## src/rtl/stopwatch_pkg.sv

```systemverilog
// stopwatch_pkg: shared state encodings, digit width, wrap defaults and BCD helper
package stopwatch_pkg;
  localparam int DIGIT_W = 4;
  localparam int SEC_MAX_DEF = 59;
  localparam int MIN_MAX_DEF = 59;
  typedef enum logic [1:0] {COUNT = 2'd0, PAUSED = 2'd1, ADJUST = 2'd2} state_t;
  function automatic logic [2*DIGIT_W-1:0] to_bcd(input int v);
    return {DIGIT_W'(v / 10), DIGIT_W'(v % 10)};
  endfunction
endpackage

```

## src/rtl/bcd_mod60.sv

```systemverilog
// bcd_mod60: two-digit BCD counter wrapping at a BCD max value, carry out on wrap
module bcd_mod60
  import stopwatch_pkg::*;
(
  input  logic                   clk,
  input  logic                   rst,
  input  logic                   inc,
  input  logic [2*DIGIT_W-1:0]   max,
  output logic [DIGIT_W-1:0]     tens,
  output logic [DIGIT_W-1:0]     ones,
  output logic                   carry
);
  logic at_max;
  assign at_max = {tens, ones} == max;
  assign carry = inc & at_max;
  always_ff @(posedge clk) begin
    if (rst) begin
      tens <= '0;
      ones <= '0;
    end else if (inc) begin
      tens <= at_max ? '0 : (ones == DIGIT_W'(9) ? tens + 1'b1 : tens);
      ones <= (at_max || ones == DIGIT_W'(9)) ? '0 : ones + 1'b1;
    end
  end
endmodule

```

## src/rtl/stopwatch_counter.sv

```systemverilog
// stopwatch_counter: MM:SS BCD stopwatch with pause and adjust; STOPWATCH_BLINK_EN adds field blink
module stopwatch_counter
  import stopwatch_pkg::*;
#(
  parameter int SEC_MAX = SEC_MAX_DEF,
  parameter int MIN_MAX = MIN_MAX_DEF
) (
  input  logic               clk,
  input  logic               rst,
  input  logic               tick_1hz,
  input  logic               tick_2hz,
  input  logic               tick_blink,
  input  logic               pause_pulse,
  input  logic               adj,
  input  logic               sel,
  output logic [DIGIT_W-1:0] min_tens,
  output logic [DIGIT_W-1:0] min_ones,
  output logic [DIGIT_W-1:0] sec_tens,
  output logic [DIGIT_W-1:0] sec_ones,
  output logic [1:0]         mode,
  output logic               blank_min,
  output logic               blank_sec
);
  state_t state, state_n;
  logic paused, paused_n;
  logic count_tick, adj_tick, sec_inc, min_inc, sec_carry, unused_min_carry;
  assign paused_n = paused ^ pause_pulse;
  // Leaving ADJUST and pausing outside it resolve identically through the updated flag
  always_comb state_n = (state == state_t'(2'd3)) ? COUNT : adj ? ADJUST : paused_n ? PAUSED : COUNT;
  always_ff @(posedge clk) begin
    if (rst) begin
      state  <= COUNT;
      paused <= 1'b0;
    end else begin
      state  <= state_n;
      paused <= paused_n;
    end
  end
  assign mode = state;
  assign count_tick = (state == COUNT) & tick_1hz & ~pause_pulse;
  assign adj_tick = (state == ADJUST) & tick_2hz;
  assign sec_inc = count_tick | (adj_tick & sel);
  assign min_inc = (count_tick & sec_carry) | (adj_tick & ~sel);
  bcd_mod60 u_sec (
    .clk(clk), .rst(rst), .inc(sec_inc), .max(to_bcd(SEC_MAX)),
    .tens(sec_tens), .ones(sec_ones), .carry(sec_carry)
  );
  bcd_mod60 u_min (
    .clk(clk), .rst(rst), .inc(min_inc), .max(to_bcd(MIN_MAX)),
    .tens(min_tens), .ones(min_ones), .carry(unused_min_carry)
  );
`ifdef STOPWATCH_BLINK_EN
  logic phase;
  always_ff @(posedge clk) begin
    if (rst || state != ADJUST) phase <= 1'b0;
    else if (tick_blink) phase <= ~phase;
  end
  assign blank_min = (state == ADJUST) & ~sel & phase;
  assign blank_sec = (state == ADJUST) & sel & phase;
`else
  logic unused_blink;
  assign unused_blink = tick_blink;
  assign blank_min = 1'b0;
  assign blank_sec = 1'b0;
`endif
endmodule

```

## config.mk

```make
export PLATFORM = sky130hd
export DESIGN_NAME = stopwatch_counter
export DESIGN_NICKNAME = d
export VERILOG_FILES = /design/src/rtl/stopwatch_pkg.sv /design/src/rtl/bcd_mod60.sv /design/src/rtl/stopwatch_counter.sv
export SDC_FILE = /design/constraint.sdc
export NUM_CORES = 1
export LEC_CHECK = 0
export ABC_AREA = 1
export ABC_CLOCK_PERIOD_IN_PS = 1300
export BUFFER_PORTS_ARGS = -buffer_cell sky130_fd_sc_hd__buf_4
export CORE_MARGIN = 5
export CORE_UTILIZATION = 30
export CTS_BUF_LIST = sky130_fd_sc_hd__clkbuf_2 sky130_fd_sc_hd__clkbuf_4 sky130_fd_sc_hd__clkbuf_8
export DETAILED_ROUTE_END_ITERATION = 10
export SLEW_MARGIN = 20
export SYNTH_ARGS = -nofsm -noshare
export SYNTH_HDL_FRONTEND = slang
export SYNTH_SLANG_ARGS = --single-unit
```

## constraint.sdc

```tcl
create_clock -name clk -period 1.3 [get_ports clk]
set_clock_uncertainty 0.1 [all_clocks]
set_input_delay 0.195 -clock clk [delete_from_list [all_inputs] [get_ports clk]]
set_output_delay 0.195 -clock clk [all_outputs]
set_load 0.02 [all_outputs]
```

# ---- Yosys cells after proc, flatten, opt, wreduce, memory -nomap -nowiden
# Cells that the tools add are included.
dict set report classes {
  addsub 4
  n_eq_ne 6
  mux 8
  bitwise 12
  reduce_logical 9
}
# cell count
set ops {}
lappend ops {{4-bit two-way mux} 6}
lappend ops {{4-bit by 1-bit adder with 4-bit output, second input constant} 4}
lappend ops {{8-bit by 7-bit equality test with 1-bit output, second input constant} 2}
lappend ops {{4-bit equality test, second input constant} 2}
lappend ops {{1-bit bitwise AND} 7}
lappend ops {{2-bit equality test, second input constant} 2}
lappend ops {{2-bit AND reduction} 2}
lappend ops {{2-bit nonzero test} 2}
lappend ops {{3-bit OR reduction} 1}
lappend ops {{2-bit logical NOT} 1}
lappend ops {{1-bit logical OR} 2}
lappend ops {{2-bit two-way mux} 1}
lappend ops {{1-bit inverter} 2}
lappend ops {{1-bit OR} 2}
lappend ops {{2-bit OR reduction} 1}
lappend ops {{1-bit two-way mux} 1}
lappend ops {{1-bit bitwise XOR} 1}
dict set report word_totals {
  regBits 19
  in_bits 8
  out_inout_bits 20
  elab_cells 46
}

# ---- Depth between registers and ports, before layout
# Gate-level depths: netlist of the first run.
dict set report depth {
  ltp_word 8
  depth_mapped 10
}

# ---- By module
# From an unflattened synthesis of the first run, not the netlist that was laid out.
dict set report hier_totals {
  hier_cells 200
  hier_area_um2 1337.5
}
# mod n_inst cells_per_inst area_per_inst_um2 seq_area_each_um2
set by_module_without_submodules {}
lappend by_module_without_submodules {bcd_mod60 2 84 578.1 160.2}
lappend by_module_without_submodules {stopwatch_counter 1 32 181.4 60.1}

# ---- Least setup slack after synthesis of the first run
# Ideal clock, no wire load.
dict set report synth_timing {
  kind {register to register}
  start {reg u_sec.tens[0]}
  end {reg u_min.tens[0]}
  setup_time_ps 116
  arrival_ps 1383
  required_ps 1084
  path_slack_ps -299
  stages_incl_launch_ff 10
  n_path_buf 1
  period_less_slack_ps 1599
  cell_sequence {dfxtp_1 -> ha_1 -> nand3_4 -> nor2_4 -> nand2_2 -> nand2_4 -> buf_12 -> nand3_1 -> nand2_1 -> nor2_1}
}
dict set report synth_via {
  elab_chain_cells 5
}
# element line
set synth_lines {}
lappend synth_lines {{from (decl)} bcd_mod60.sv:9} ;# output logic [DIGIT_W-1:0] tens,
lappend synth_lines {{from (signal assigned)} bcd_mod60.sv:21} ;# tens <= at_max ? '0 : (ones == DIGIT_W'(9) ? tens + 1'b1 : tens);
lappend synth_lines {{8-bit by 7-bit equality test with 1-bit output} bcd_mod60.sv:14} ;# assign at_max = {tens, ones} == max;
lappend synth_lines {{1-bit bitwise AND} bcd_mod60.sv:15} ;# assign carry = inc & at_max;
lappend synth_lines {{1-bit bitwise AND} stopwatch_counter.sv:43} ;# assign min_inc = (count_tick & sec_carry) | (adj_tick & ~sel);
lappend synth_lines {{1-bit OR} stopwatch_counter.sv:43}
lappend synth_lines {{2-bit AND reduction (no source line)} --}
lappend synth_lines {{to (signal assigned)} bcd_mod60.sv:21}
lappend synth_lines {{to (decl)} bcd_mod60.sv:9}
# Every way passes these cells.
# A chain may end at the register's enable or synchronous reset.

# ---- Final worst setup path of the first run
dict set report layout_timing {
  start {reg u_sec.ones[1]}
  end {reg u_min.ones[3]}
}
dict set report layout_via {
  elab_chain_cells 4
}
# element line
set layout_lines {}
lappend layout_lines {{from (decl)} bcd_mod60.sv:10} ;# output logic [DIGIT_W-1:0] ones,
lappend layout_lines {{from (signal assigned)} bcd_mod60.sv:22} ;# ones <= (at_max || ones == DIGIT_W'(9)) ? '0 : ones + 1'b1;
lappend layout_lines {{8-bit by 7-bit equality test with 1-bit output} bcd_mod60.sv:14}
lappend layout_lines {{1-bit bitwise AND} bcd_mod60.sv:15}
lappend layout_lines {{1-bit bitwise AND} stopwatch_counter.sv:43}
lappend layout_lines {{1-bit OR} stopwatch_counter.sv:43}
lappend layout_lines {{to (signal assigned)} bcd_mod60.sv:22}
lappend layout_lines {{to (decl)} bcd_mod60.sv:10}
# Every way passes these cells.

==> results.rst, run 1 <==
.. list-table::
   :header-rows: 1

   * - Metric
     - Value
   * - Antenna violations before repair
     - 0
   * - Async set-reset flop share out of synthesis
     - 0
   * - Length of the first detailed-routing pass in iterations
     - 4
   * - Vias in the first global route
     - 1085
   * - Crit-path cells
     - inv_4 > ha_4 > nand3_4 > nor2_4 > nand2_4 > nand2_8 > inv_4 > nor2_2 > nor2_1
   * - Synth Area in XOR/XNOR
     - 0.0467
   * - Switching Fraction
     - 0.264
   * - Total wire length
     - about 2700 µm
   * - Global router's overall resource usage
     - 0.112
   * - Warnings from Yosys
     - 0
   * - Family of cells with the greatest summed delay on the critical path
     - simple AND/OR/NAND/NOR gates
   * - Buffer depth of the longest clock path
     - 2
   * - Cell internal power dissipation
     - ~900 µW
   * - HP Class
     - input pin to register
   * - Routed wirelength normalized by instance count
     - 10.8 µm
   * - Core utilization of the finished layout
     - 0.493
   * - Layout cells sized above 1
     - 0.537
   * - Layout net count
     - between 200 and 250
   * - Crit. End Element
     - register
   * - Final hold violation count
     - 0
   * - Sum of buffers and inverters on the critical path
     - 2
   * - Detailed-placement wirelength estimate
     - 1900 µm
   * - DR iter-0 viols
     - 22
   * - Sequential-to-total area share from yosys stat
     - 0.338
   * - Path type of the worst setup path
     - register to register
   * - Clock network fraction of design power
     - 0.334
   * - Top cell type by total area after synthesis
     - sky130_fd_sc_hd__dfxtp_1
   * - Minimum period implied by the final worst setup slack
     - 1.35 ns
   * - Count of cell types in the netlist
     - 27
   * - CTS buffer count
     - 3
   * - Fraction of synthesized area in multiplexers
     - 0
   * - Cell area after technology mapping
     - between 1000 and 1500 µm²
   * - Quantity of I/O buffers inserted on ports
     - 24
   * - Post-detailed-route via-to-cell ratio
     - ~4.4
   * - Register cell area after layout
     - between 400 and 500 µm²
   * - CP Launch Type
     - register
   * - Starting utilization of the core area
     - 0.310
   * - Register bit count reported by yosys
     - 19
   * - EDFF count, synth
     - 0
   * - Least setup slack across all paths after layout
     - -0.0499 ns
   * - Result of the run
     - finished, violations left
   * - Weighted congestion reported at the end of routability-driven placement
     - about 0.76
   * - Delay of the slowest cell on the worst path
     - about 0.35 ns
   * - Fraction of power consumed by combinational cells
     - 0.173
   * - Clk sinks
     - 19
   * - Total of fill cells in the finished design
     - around 380
   * - Ranking of synthesized cells by instance count
     - 26 x sky130_fd_sc_hd__nand2_1, 19 x sky130_fd_sc_hd__dfxtp_1, 18 x sky130_fd_sc_hd__inv_1
   * - Required arrival time at the worst endpoint
     - ~1.4 ns
   * - Total area of multi-input combinational cells
     - approximately 780 µm²
   * - Areal power density over the cells
     - between 600 and 700 nW/µm²
   * - Max-slew violation count
     - 0
   * - Most Frequent Cell on Critical Path
     - sky130_fd_sc_hd__inv_4
   * - Total number of vias
     - approximately 1100
   * - Switching Power
     - between 300 and 400 µW
   * - Violated checks
     - negative setup slack
   * - Top_reg_cell synth
     - sky130_fd_sc_hd__dfxtp_1
   * - IR Drop Worst-Case VDD
     - approximately 0.00044 V
   * - CTS HTree Levels
     - 1
   * - Post-route fraction of the period consumed by the critical path
     - 1.04
   * - Post-Syn Instances
     - 150
   * - Residual antenna-violating net count after detailed routing
     - 0
   * - Endpoints failing setup
     - 8
   * - Average cell area after synthesis
     - around 7.5 µm²
   * - Area fraction of the dominant cell type after synthesis
     - 0.338
   * - Number of ports placed on the die boundary
     - 28
   * - Die ar.
     - 5070 µm²
   * - Most common cell in the synthesized netlist
     - sky130_fd_sc_hd__nand2_1
   * - Clock tree from TritonCTS
     - built
   * - Data arrival time of the worst path
     - around 1.4 ns
   * - Row cnt
     - 22
   * - Most area-consuming cells after synthesis
     - sky130_fd_sc_hd__dfxtp_1 34%, sky130_fd_sc_hd__ha_1 8.9%, sky130_fd_sc_hd__nand2_1 8.7%
   * - Synth Area in Simple Gates
     - 0.330
   * - Leakage power of the design
     - ~0.00086 µW
   * - Residual overflow from global routing
     - 0
   * - Number of cells in the finished layout apart from fillers
     - around 250
   * - DRC Markers
     - 0
   * - Number of antenna repair diodes
     - 0
   * - Compound-gate portion of the synthesized area
     - 0.0812
   * - Floorplan die height
     - about 71 µm
   * - Skew-Pair Late Insertion Delay
     - between 0.2 and 0.3 ns
   * - Chip width
     - just over 70 µm
   * - Maximum number of pins on one net before global-route repair
     - 12
   * - Buffer type at the clock tree root
     - sky130_fd_sc_hd__clkbuf_8
   * - Placed Cells
     - between 200 and 250
   * - P&R area growth vs syn
     - 59.4%
   * - Area of the core
     - between 3000 and 4000 µm²
   * - Main combinational cell family by area after synthesis
     - simple AND/OR/NAND/NOR gates
   * - Crit-path max FO
     - 7
   * - Post-synthesis adder-cell area fraction
     - 0.0890
   * - Sequential share of power
     - 0.493
   * - Wire length of the first global-routing pass
     - 4690 µm
   * - Number of maximum-capacitance constraint violations
     - 0
   * - Clock input transition at the sequential cells of the worst setup and hold paths
     - around 0.08 ns
   * - Reg-to-reg slack, setup
     - -0.05 ns
   * - Slowest stage cell on the critical path
     - sky130_fd_sc_hd__dfxtp_4
   * - Setup repair after global routing missed its margin
     - true
   * - Highest achievable clock rate
     - ~0.74 GHz
power by group through the flow:
stage          clock (µW)  sequential [µW]  combinational (µW)
6_report              412              607                 212
5_1_grt               451              608                 232
4_1_cts               429              607                 193
3_5_place_dp            0              617                 170
3_3_place_gp            0              617                 169
2_1_floorplan           0              636                76.3
per-layer routing:
| metal | wire length [µm] | GRT usage | share of wire |
|---|---|---|---|
| met3 | 126 | 0.0309 | 0.046 |
| met4 | 10 | 0.0188 | 0.0037 |
| met5 | 0 | 0 | 0 |
| met1 | 1230 | 0.141 | 0.45 |
| met2 | 1360 | 0.193 | 0.50 |
cell families after synthesis:
family / after synthesis
and+or+nand+nor: 73
buffers and inverters: 27
DFF: 19
AOI/OAI and AO/OA: 16
adders and majority gates: 8
xor gates and xnor gates: 6
other: 1
final timing paths:
| path | from | endpoint | cells past startpoint |
|---|---|---|---|
| worst max-delay path | u_sec.ones[1] | u_min.ones[3] | 9 |
| worst min-delay path | rst | u_min.tens[2] | 2 |
| worst max register to register | u_sec.ones[1] | u_min.ones[3] | 9 |
| worst min register to register | u_sec.tens[1] | u_sec.tens[1] | 2 |
final cells by class:
| cell class | count | share of cell area |
|---|---|---|
| Clock buffer | 3 | 0.0230 |
| Clock inverter | 1 | 0.00279 |
| Inverter | 23 | 0.0523 |
| Multi-Input combinational cell | 106 | 0.435 |
| Sequential cell | 19 | 0.225 |
| Tap cell | 48 | 0.0335 |
| Timing Repair Buffer | 53 | 0.227 |
placed cells by master, fill, tap and decap left out, types with 2 or more instances in the layout:
master and instances:
sky130_fd_sc_hd__buf_4 50, sky130_fd_sc_hd__nand2_1 18, sky130_fd_sc_hd__inv_1 15, sky130_fd_sc_hd__nor2_1 13, sky130_fd_sc_hd__nand3_1 8, sky130_fd_sc_hd__dfxtp_1 8
sky130_fd_sc_hd__nand2_4 7, sky130_fd_sc_hd__a21oi_1 7, sky130_fd_sc_hd__dfxtp_2 7, sky130_fd_sc_hd__nand2_2 6, sky130_fd_sc_hd__inv_2 5, sky130_fd_sc_hd__nand4_1 5
sky130_fd_sc_hd__o21ai_1 5, sky130_fd_sc_hd__ha_1 5, sky130_fd_sc_hd__xor2_1 4, sky130_fd_sc_hd__nand3_2 4, sky130_fd_sc_hd__a21oi_2 4, sky130_fd_sc_hd__dfxtp_4 4
sky130_fd_sc_hd__inv_4 3, sky130_fd_sc_hd__nand3_4 3, sky130_fd_sc_hd__nor2_2 3, sky130_fd_sc_hd__clkbuf_8 3, sky130_fd_sc_hd__nor2_4 2, sky130_fd_sc_hd__xnor2_1 2
sky130_fd_sc_hd__ha_4 2, sky130_fd_sc_hd__conb_1 2, sky130_fd_sc_hd__buf_6 2
state kept, by name, summed over array words and instances, names as in the netlist:
register,flops
mode,2
u_sec.ones,4
u_sec.tens,4
paused,1
u_min.ones,4
u_min.tens,4
through the flow:
stage               hold slack (ns)  power (µW)  setup slack, ns  TNS (ns)  cell area, µm²
floorplan                     0.172         713          -0.0971    -0.559            1180
global placement              0.276         786           -0.120    -0.695            1570
detailed placement            0.274         787           -0.144    -0.853            1570
CTS                          0.0639        1230          -0.0431    -0.210            1710
global route                 0.0605        1290           -0.129    -0.953            1790
finish                       0.0587        1230          -0.0499    -0.255            1790
timing repair:
item | in CTS | in global routing
hold buffers | 1 | 0
endpoints found under the hold margin | 1 | 0
pin swaps | 8 | 6
setup endpoints to repair | 12 | 18
cloned | 1 | 0
setup buffers | 2 | 2
resized for setup | 19 | 20
(Power assumes the default switching activity.)
==> run 2: changes to the inputs <==
--- a/config.mk
+++ b/config.mk
@@ -6,7 +6,7 @@
 export NUM_CORES = 1
 export LEC_CHECK = 0
 export ABC_AREA = 1
-export ABC_CLOCK_PERIOD_IN_PS = 1300
+export ABC_CLOCK_PERIOD_IN_PS = 1200
 export BUFFER_PORTS_ARGS = -buffer_cell sky130_fd_sc_hd__buf_4
 export CORE_MARGIN = 5
 export CORE_UTILIZATION = 30
==> constraint.sdc (replaced) <==
create_clock -name clk -period 1.2 [get_ports clk]
set_clock_uncertainty 0.1 [all_clocks]
set_input_delay 0.18 -clock clk [delete_from_list [all_inputs] [get_ports clk]]
set_output_delay 0.18 -clock clk [all_outputs]
set_load 0.02 [all_outputs]
==> run 2 against run 1 <==
  * The flow still finishes with violations (negative setup slack)
  * Register-to-register slack worse by 0.12 ns
  * Combinational power is 12% higher
  * Cell count is 2.8% higher
  * Critical path depth stayed put
  * Design area is 6.8% higher
  * Maximum frequency is 1.4% lower
  * Highest routed layer unchanged
==> results.rst, run 2 (synthesis results as in run 1) <==
.. list-table::
   :header-rows: 1

   * - Metric
     - Value
   * - Result of the run
     - finished, violations left
   * - Violated checks
     - negative setup slack
   * - Number of maximum-capacitance constraint violations
     - 0 (unchanged)
   * - Starting utilization of the core area
     - 0.310 (unchanged)
   * - Path type of the worst setup path
     - register to register
   * - Sequential share of power
     - 0.480 (-0.013)
   * - Top library cells by usage in the layout, fill and taps aside
     - 51 x sky130_fd_sc_hd__buf_4, 17 x sky130_fd_sc_hd__nand2_1, 14 x sky130_fd_sc_hd__inv_1
   * - Number of antenna repair diodes
     - 0 (unchanged)
   * - Highest achievable clock rate
     - 0.731 GHz (-1.4%)
   * - Clk sinks
     - 19 (unchanged)
   * - Required arrival time at the worst endpoint
     - 1.25 ns (-0.10 ns)
   * - Total of fill cells in the finished design
     - 354 (-6.3%)
   * - Detailed-placement wirelength estimate
     - 1960 µm (+3.2%)
   * - Buffer depth of the longest clock path
     - 2 (unchanged)
   * - Length of the first detailed-routing pass in iterations
     - 4 (unchanged)
   * - Fraction of power consumed by combinational cells
     - 0.174 (about the same)
   * - Most frequent standard cell in the layout excluding fill and tap cells
     - sky130_fd_sc_hd__buf_4
   * - Number of ports placed on the die boundary
     - 28 (unchanged)
   * - Least setup slack across all paths after layout
     - -0.169 ns (-0.119 ns)
   * - Floorplan die height
     - 71.2 µm (unchanged)
   * - Switching Power
     - 355 µW (+9.2%)
   * - Residual antenna-violating net count after detailed routing
     - 0 (unchanged)
   * - Total number of vias
     - 1153 (+4.1%)
   * - Core utilization of the finished layout
     - 0.527 (+0.0337)
   * - Setup Slack @ Placement
     - -0.227 ns (-0.0828 ns)
   * - Antenna violations before repair
     - 0 (unchanged)
   * - Wire length of the first global-routing pass
     - 4830 µm (+2.9%)
   * - IR Drop Worst-Case VDD
     - 0.000885 V (+100%)
   * - Post-route fraction of the period consumed by the critical path
     - 1.14 (+0.102)
   * - Layout net count
     - 229 (+3.2%)
   * - Buffer type at the clock tree root
     - sky130_fd_sc_hd__clkbuf_8
   * - CTS HTree Levels
     - 1 (unchanged)
   * - Skew-Pair Late Insertion Delay
     - 0.26 ns (about the same)
   * - Layout cells sized above 1
     - 0.575 (+0.0389)
   * - Design Power
     - 1370 µW (+11%)
   * - Clock input transition at the sequential cells of the worst setup and hold paths
     - 0.07 ns (about the same)
   * - Row cnt
     - 22 (unchanged)
   * - Final hold violation count
     - 0 (unchanged)
   * - Die ar.
     - 5070 µm² (unchanged)
   * - Area of the core
     - 3630 µm² (unchanged)
   * - Routed wirelength normalized by instance count
     - 10.7 µm (-0.66%)
   * - Max-slew violation count
     - 0 (unchanged)
   * - Worst hold margin
     - 0.0573 ns (-0.00143 ns)
   * - Clock network fraction of design power
     - 0.346 (+0.012)
   * - CTS buffer count
     - 3 (unchanged)
   * - Chip width
     - 71.2 µm (unchanged)
   * - Vias in the first global route
     - 1094 (+0.83%)
   * - HP Class
     - input pin to register
   * - Data arrival time of the worst path
     - 1.42 ns (+0.02 ns)
   * - CP Launch Type
     - register
   * - Clock tree from TritonCTS
     - built
   * - P&R area growth vs syn
     - 70.3%
   * - Maximum number of pins on one net before global-route repair
     - 11 (-1)
   * - Setup repair after global routing missed its margin
     - true
   * - Crit-path max FO
     - 7 (unchanged)
   * - Global router's overall resource usage
     - 0.116 (+0.00445)
   * - DR iter-0 viols
     - 22 (unchanged)
   * - Endpoints failing setup
     - 16 (+8)
   * - Quantity of I/O buffers inserted on ports
     - 24 (unchanged)
   * - Switching Fraction
     - 0.260 (-0.00464)
   * - Total wire length
     - 2780 µm (+2.1%)
   * - Areal power density over the cells
     - 714 nW/µm² (+4.0%)
   * - Residual overflow from global routing
     - 0 (unchanged)
   * - Crit. End Element
     - register
   * - DRC Markers
     - 0 (unchanged)
   * - Post-detailed-route via-to-cell ratio
     - 4.43 (+1.3%)
   * - Cell internal power dissipation
     - 1010 µW (+12%)
   * - Final sum of negative setup slack
     - -1.96 ns (-1.70 ns)
   * - Minimum period implied by the final worst setup slack
     - 1.37 ns (+0.0190 ns)
   * - Weighted congestion reported at the end of routability-driven placement
     - 0.812 (+7.2%)
   * - Leakage power of the design
     - 0.000896 µW (+3.7%)
[run 2: power by group through the flow]
stage / sequential, µW / combinational, µW / clock (µW)
after global placement: 668 / 182 / 0
final: 657 / 238 / 474
after floorplan: 690 / 82.7 / 0
after CTS: 656 / 205 / 492
after detailed placement: 668 / 182 / 0
after global routing: 659 / 258 / 517
[run 2: path summary, 6_finish.rpt]
kind / start / to / slack [ns] / cells after the start
worst max-delay path: u_sec.tens[1] / u_min.tens[0] / -0.17 / 9
worst min-delay path: rst / u_sec.tens[2] / 0.06 / 2
worst min register to register: paused / paused / 0.41 / 2
worst max register to register: u_sec.tens[1] / u_min.tens[0] / -0.17 / 9
[run 2: stage by stage]
stage / area (µm²) / instances
floorplan: 1180 / 151
global placement: 1610 / 249
detailed placement: 1610 / 249
CTS: 1770 / 256
global route: 1920 / 260
finish: 1920 / 260
[run 2: area by class of cell]
| type | count | area (µm²) | share of cell area |
|---|---|---|---|
| Timing Repair Buffer | 60 | 483 | 0.252 |
| Sequential cell | 19 | 407 | 0.212 |
| Multi-Input combinational cell | 106 | 813 | 0.425 |
| Tap cell | 48 | 60.1 | 0.0314 |
| Inverter | 23 | 104 | 0.0542 |
| Clock buffer | 4 | 48.8 | 0.0255 |
[run 2: timing repair]
action,CTS,global route
setup buffers,1,4
endpoints found under the setup margin,19,23
hold buffers,1,0
pin swaps,6,12
cloned,1,0
resized for setup,22,35
hold endpoints to repair,1,0
[run 2: worst max-delay path, stage by stage, from the launching register on]
cell and delay, ns:
sky130_fd_sc_hd__dfxtp_4 0.36, sky130_fd_sc_hd__inv_4 0.05, sky130_fd_sc_hd__ha_4 0.12, sky130_fd_sc_hd__nand3_4 0.08
sky130_fd_sc_hd__nor2_4 0.14, sky130_fd_sc_hd__nand2_4 0.10, sky130_fd_sc_hd__nand2_8 0.12, sky130_fd_sc_hd__nand3_2 0.08
sky130_fd_sc_hd__nand2_2 0.07, sky130_fd_sc_hd__nor2_2 0.03
[run 2: layer usage]
layer | vias to the layer above | track usage | part of all wire
met5 | - | 0 | 0
met4 | 0 | 0.0188 | 0.0036
met3 | 2 | 0.0295 | 0.049
met2 | 23 | 0.200 | 0.50
met1 | 521 | 0.149 | 0.45
li1 | 607 | - | -
==> run 3: changes to the inputs <==
--- a/config.mk
+++ b/config.mk
@@ -5,13 +5,14 @@
 export SDC_FILE = /design/constraint.sdc
 export NUM_CORES = 1
 export LEC_CHECK = 0
-export ABC_AREA = 1
+export ABC_AREA = 0
 export ABC_CLOCK_PERIOD_IN_PS = 1200
 export BUFFER_PORTS_ARGS = -buffer_cell sky130_fd_sc_hd__buf_4
 export CORE_MARGIN = 5
 export CORE_UTILIZATION = 30
 export CTS_BUF_LIST = sky130_fd_sc_hd__clkbuf_2 sky130_fd_sc_hd__clkbuf_4 sky130_fd_sc_hd__clkbuf_8
 export DETAILED_ROUTE_END_ITERATION = 10
+export SKIP_CTS_REPAIR_TIMING = 1
 export SLEW_MARGIN = 20
 export SYNTH_ARGS = -nofsm -noshare
 export SYNTH_HDL_FRONTEND = slang
==> run 3 against run 2 <==
  * Critical endpoint is now u_min.tens[1]
  * Design area is 3.8% lower
  * Sequential share of layout area grew 1.3 points
  * Sequential cell count unchanged
  * Clock power is 24% lower
  * Utilization up 2.5 points
  * Synthesized cell count down 24%
  * The flow still finishes with violations (negative setup slack)
  * Area after synthesis is 8.8% lower
  * Total power decreased by 12%
  * Global-route usage up 1.3 points
==> results.rst, run 3 <==
.. list-table::
   :header-rows: 1

   * - Metric
     - Value
   * - Post-detailed-route via-to-cell ratio
     - 4.74 (+6.8%)
   * - Starting utilization of the core area
     - 0.307 (-0.00211)
   * - Max-slew violation count
     - 0 (unchanged)
   * - Final hold violation count
     - 0 (unchanged)
   * - Number of maximum-capacitance constraint violations
     - 0 (unchanged)
   * - Violated checks
     - negative setup slack
   * - Layout cells sized above 1
     - 0.584 (+0.00880)
   * - Quantity of I/O buffers inserted on ports
     - 24 (unchanged)
   * - Warnings from Yosys
     - 0 (unchanged)
   * - Residual antenna-violating net count after detailed routing
     - 0 (unchanged)
   * - Total wire length
     - 3000 µm (+7.8%)
   * - P&R area growth vs syn
     - 79.6%
   * - Vias in the first global route
     - 1025 (-6.3%)
   * - Top_reg_cell synth
     - sky130_fd_sc_hd__dfxtp_1
   * - Number of ports placed on the die boundary
     - 28 (unchanged)
   * - Core utilization of the finished layout
     - 0.552 (+0.0251)
   * - Buffer type at the clock tree root
     - sky130_fd_sc_hd__clkbuf_4
   * - Average cell area after synthesis
     - 9.00 µm² (+20%)
   * - Required arrival time at the worst endpoint
     - 1.35 ns (+0.10 ns)
   * - Register cell area after layout
     - 415 µm² (+2.2%)
   * - Residual overflow from global routing
     - 0 (unchanged)
   * - Routed wirelength normalized by instance count
     - 13.4 µm (+25%)
   * - Met2 demand-to-capacity share in global routing
     - 0.228 (+0.0277)
   * - Clock input transition at the sequential cells of the worst setup and hold paths
     - 0.11 ns (+0.04 ns)
   * - CTS HTree Levels
     - 1 (unchanged)
   * - Crit-path max FO
     - 7 (unchanged)
   * - Total of fill cells in the finished design
     - 316 (-11%)
   * - CTS buffer count
     - 3 (unchanged)
   * - Length of the first detailed-routing pass in iterations
     - 3 (-1)
   * - Area post-placement
     - 1610 µm² (unchanged)
   * - Area fraction of the dominant cell type after synthesis
     - 0.371 (+0.0326)
   * - Count of cell types in the netlist
     - 37 (+37%)
   * - Weighted congestion reported at the end of routability-driven placement
     - 0.785 (-3.3%)
   * - Post-Syn Instances
     - 114 (-24%)
   * - Minimum period implied by the final worst setup slack
     - 1.71 ns (+0.342 ns)
   * - Result of the run
     - finished, violations left
   * - Floorplan die height
     - 68.5 µm (-3.9%)
   * - IR Drop Worst-Case VDD
     - 0.000441 V (-50%)
   * - Detailed-placement wirelength estimate
     - 2210 µm (+13%)
   * - Endpoints failing setup
     - 20 (+4)
   * - Reg-to-reg slack, setup
     - -0.51 ns (-0.34 ns)
   * - Clk sinks
     - 19 (unchanged)
   * - Maximum number of pins on one net before global-route repair
     - 19 (+8)
   * - CP Launch Type
     - register
   * - Busiest grt layer
     - met2
   * - Placed Cells
     - 216 (-13%)
   * - Number of antenna repair diodes
     - 0 (unchanged)
   * - Top library cells by usage in the layout, fill and taps aside
     - 32 x sky130_fd_sc_hd__buf_4, 31 x sky130_fd_sc_hd__buf_6, 13 x sky130_fd_sc_hd__nor2_1
   * - Die ar.
     - 4690 µm² (-7.6%)
   * - DR iter-0 viols
     - 37 (+68%)
   * - M3 GR Usage
     - 0.0197 (-0.00975)
   * - DRC Markers
     - 0 (unchanged)
   * - Most area-consuming cells after synthesis
     - sky130_fd_sc_hd__dfxtp_1 37%, sky130_fd_sc_hd__ha_1 9.8%, sky130_fd_sc_hd__a21oi_1 4.9%
   * - HP Class
     - input pin to register
   * - Leakage power of the design
     - 0.000774 µW (-14%)
   * - Register bit count reported by yosys
     - 19 (unchanged)
   * - Clock tree from TritonCTS
     - built
   * - Final Instance Area
     - 1840 µm² (-3.8%)
   * - Setup repair after global routing missed its margin
     - true
   * - Setup Slack @ Placement
     - -0.527 ns (-0.300 ns)
   * - Total area of multi-input combinational cells
     - 718 µm² (-12%)
   * - Area of the core
     - 3340 µm² (-8.2%)
   * - Sequential-to-total area share from yosys stat
     - 0.371 (+0.0326)
   * - Cell area after technology mapping
     - 1030 µm² (-8.8%)
   * - Total number of vias
     - 1061 (-8.0%)
   * - Most common cell in the synthesized netlist
     - sky130_fd_sc_hd__dfxtp_1
   * - Data arrival time of the worst path
     - 1.86 ns (+0.44 ns)
   * - EDFF count, synth
     - 0 (unchanged)
   * - Layout net count
     - 195 (-15%)
   * - Global Route met1 Usage
     - 0.152 (+0.00336)
   * - Crit. End Element
     - register
   * - Ranking of synthesized cells by instance count
     - 19 x sky130_fd_sc_hd__dfxtp_1, 13 x sky130_fd_sc_hd__nor2_1, 10 x sky130_fd_sc_hd__a21oi_1
   * - Global router's overall resource usage
     - 0.129 (+0.0131)
   * - Skew-Pair Late Insertion Delay
     - 0.30 ns (+0.04 ns)
   * - Areal power density over the cells
     - 656 nW/µm² (-8.2%)
   * - Post-route fraction of the period consumed by the critical path
     - 1.43 (+0.285)
   * - Chip width
     - 68.5 µm (-3.9%)
   * - Top cell type by total area after synthesis
     - sky130_fd_sc_hd__dfxtp_1
   * - Antenna violations before repair
     - 0 (unchanged)
   * - Design Power
     - 1210 µW (-12%)
   * - Async set-reset flop share out of synthesis
     - 0 (unchanged)
   * - Row cnt
     - 21 (-4.5%)
   * - Least setup slack across all paths after layout
     - -0.510 ns (-0.342 ns)
   * - Buffer depth of the longest clock path
     - 2 (unchanged)
   * - Wire length of the first global-routing pass
     - 4530 µm (-6.3%)
   * - Most frequent standard cell in the layout excluding fill and tap cells
     - sky130_fd_sc_hd__buf_4
   * - Number of cells in the finished layout apart from fillers
     - 224 (-14%)
   * - Highest achievable clock rate
     - 0.585 GHz (-20%)
   * - Path type of the worst setup path
     - register to register
[run 3: cell types whose count changed in the layout (fill, tap and decap cells not counted), moves of 6 or more]
cell | previous run | this run
sky130_fd_sc_hd__buf_6 | 8 | 31
sky130_fd_sc_hd__inv_1 | 14 | 3
sky130_fd_sc_hd__nand2_1 | 17 | 5
sky130_fd_sc_hd__nand2_2 | 6 | 0
sky130_fd_sc_hd__buf_4 | 51 | 32
sky130_fd_sc_hd__nand2_4 | 6 | 0
[run 3: path summary, 6_finish.rpt]
kind                               startpoint       endpoint  depth (start not counted)
worst max-delay path            u_sec.tens[1]  u_min.tens[1]                          6
worst min-delay path                      rst  u_min.ones[1]                          2
worst max register to register  u_sec.tens[1]  u_min.tens[1]                          6
worst min register to register         paused         paused                          2
[run 3: cell type report]
| class | instances | share of cell area |
|---|---|---|
| Clock buffer | 4 | 0.0163 |
| Inverter | 6 | 0.0122 |
| Multi-Input combinational cell | 85 | 0.390 |
| Sequential cell | 19 | 0.225 |
| Tap cell | 46 | 0.0312 |
| Timing Repair Buffer | 64 | 0.325 |
[run 3: power breakdown]
group	internal (µW)	leakage, µW	switching [µW]
clock network	152	0.0000184	210
logic	101	0.000593	94.0
registers	635	0.000163	15.3
[run 3: kinds of logic (layout without fill, tap and decap cells)]
logic type	after synthesis	count (layout)	share of synthesized area
buf+inv	11	74	0.0488
other cells	1	2	0.00366
flops	19	19	0.371
fa+ha+maj	8	8	0.0976
compound gates	27	27	0.183
xor+xnor	1	1	0.00854
mux	5	5	0.0488
simple gates	42	42	0.239
[run 3: stage by stage]
| stage | TNS [ns] | hold slack [ns] |
|---|---|---|
| 3_5_place_dp | -6.76 | 0.282 |
| 2_1_floorplan | -5.72 | 0.163 |
| 3_3_place_gp | -6.10 | 0.258 |
| 6_report | -7.11 | 0.0644 |
| 4_1_cts | -7.85 | -0.0548 |
| 5_1_grt | -8.44 | 0.0657 |
[run 3: critical path, stage by stage, from the launching register on]
cell	delay, ns
sky130_fd_sc_hd__dfxtp_4	0.36
sky130_fd_sc_hd__inv_2	0.06
sky130_fd_sc_hd__ha_4	0.12
sky130_fd_sc_hd__and3b_2	0.22
sky130_fd_sc_hd__a31oi_4	0.14
sky130_fd_sc_hd__or4_4	0.54
sky130_fd_sc_hd__a21oi_2	0.12
[run 3: metal layers]
layer,wire length (µm),share of wire
met3,74,0.025
met5,0,0
met4,51,0.017
met1,1290,0.43
met2,1580,0.53
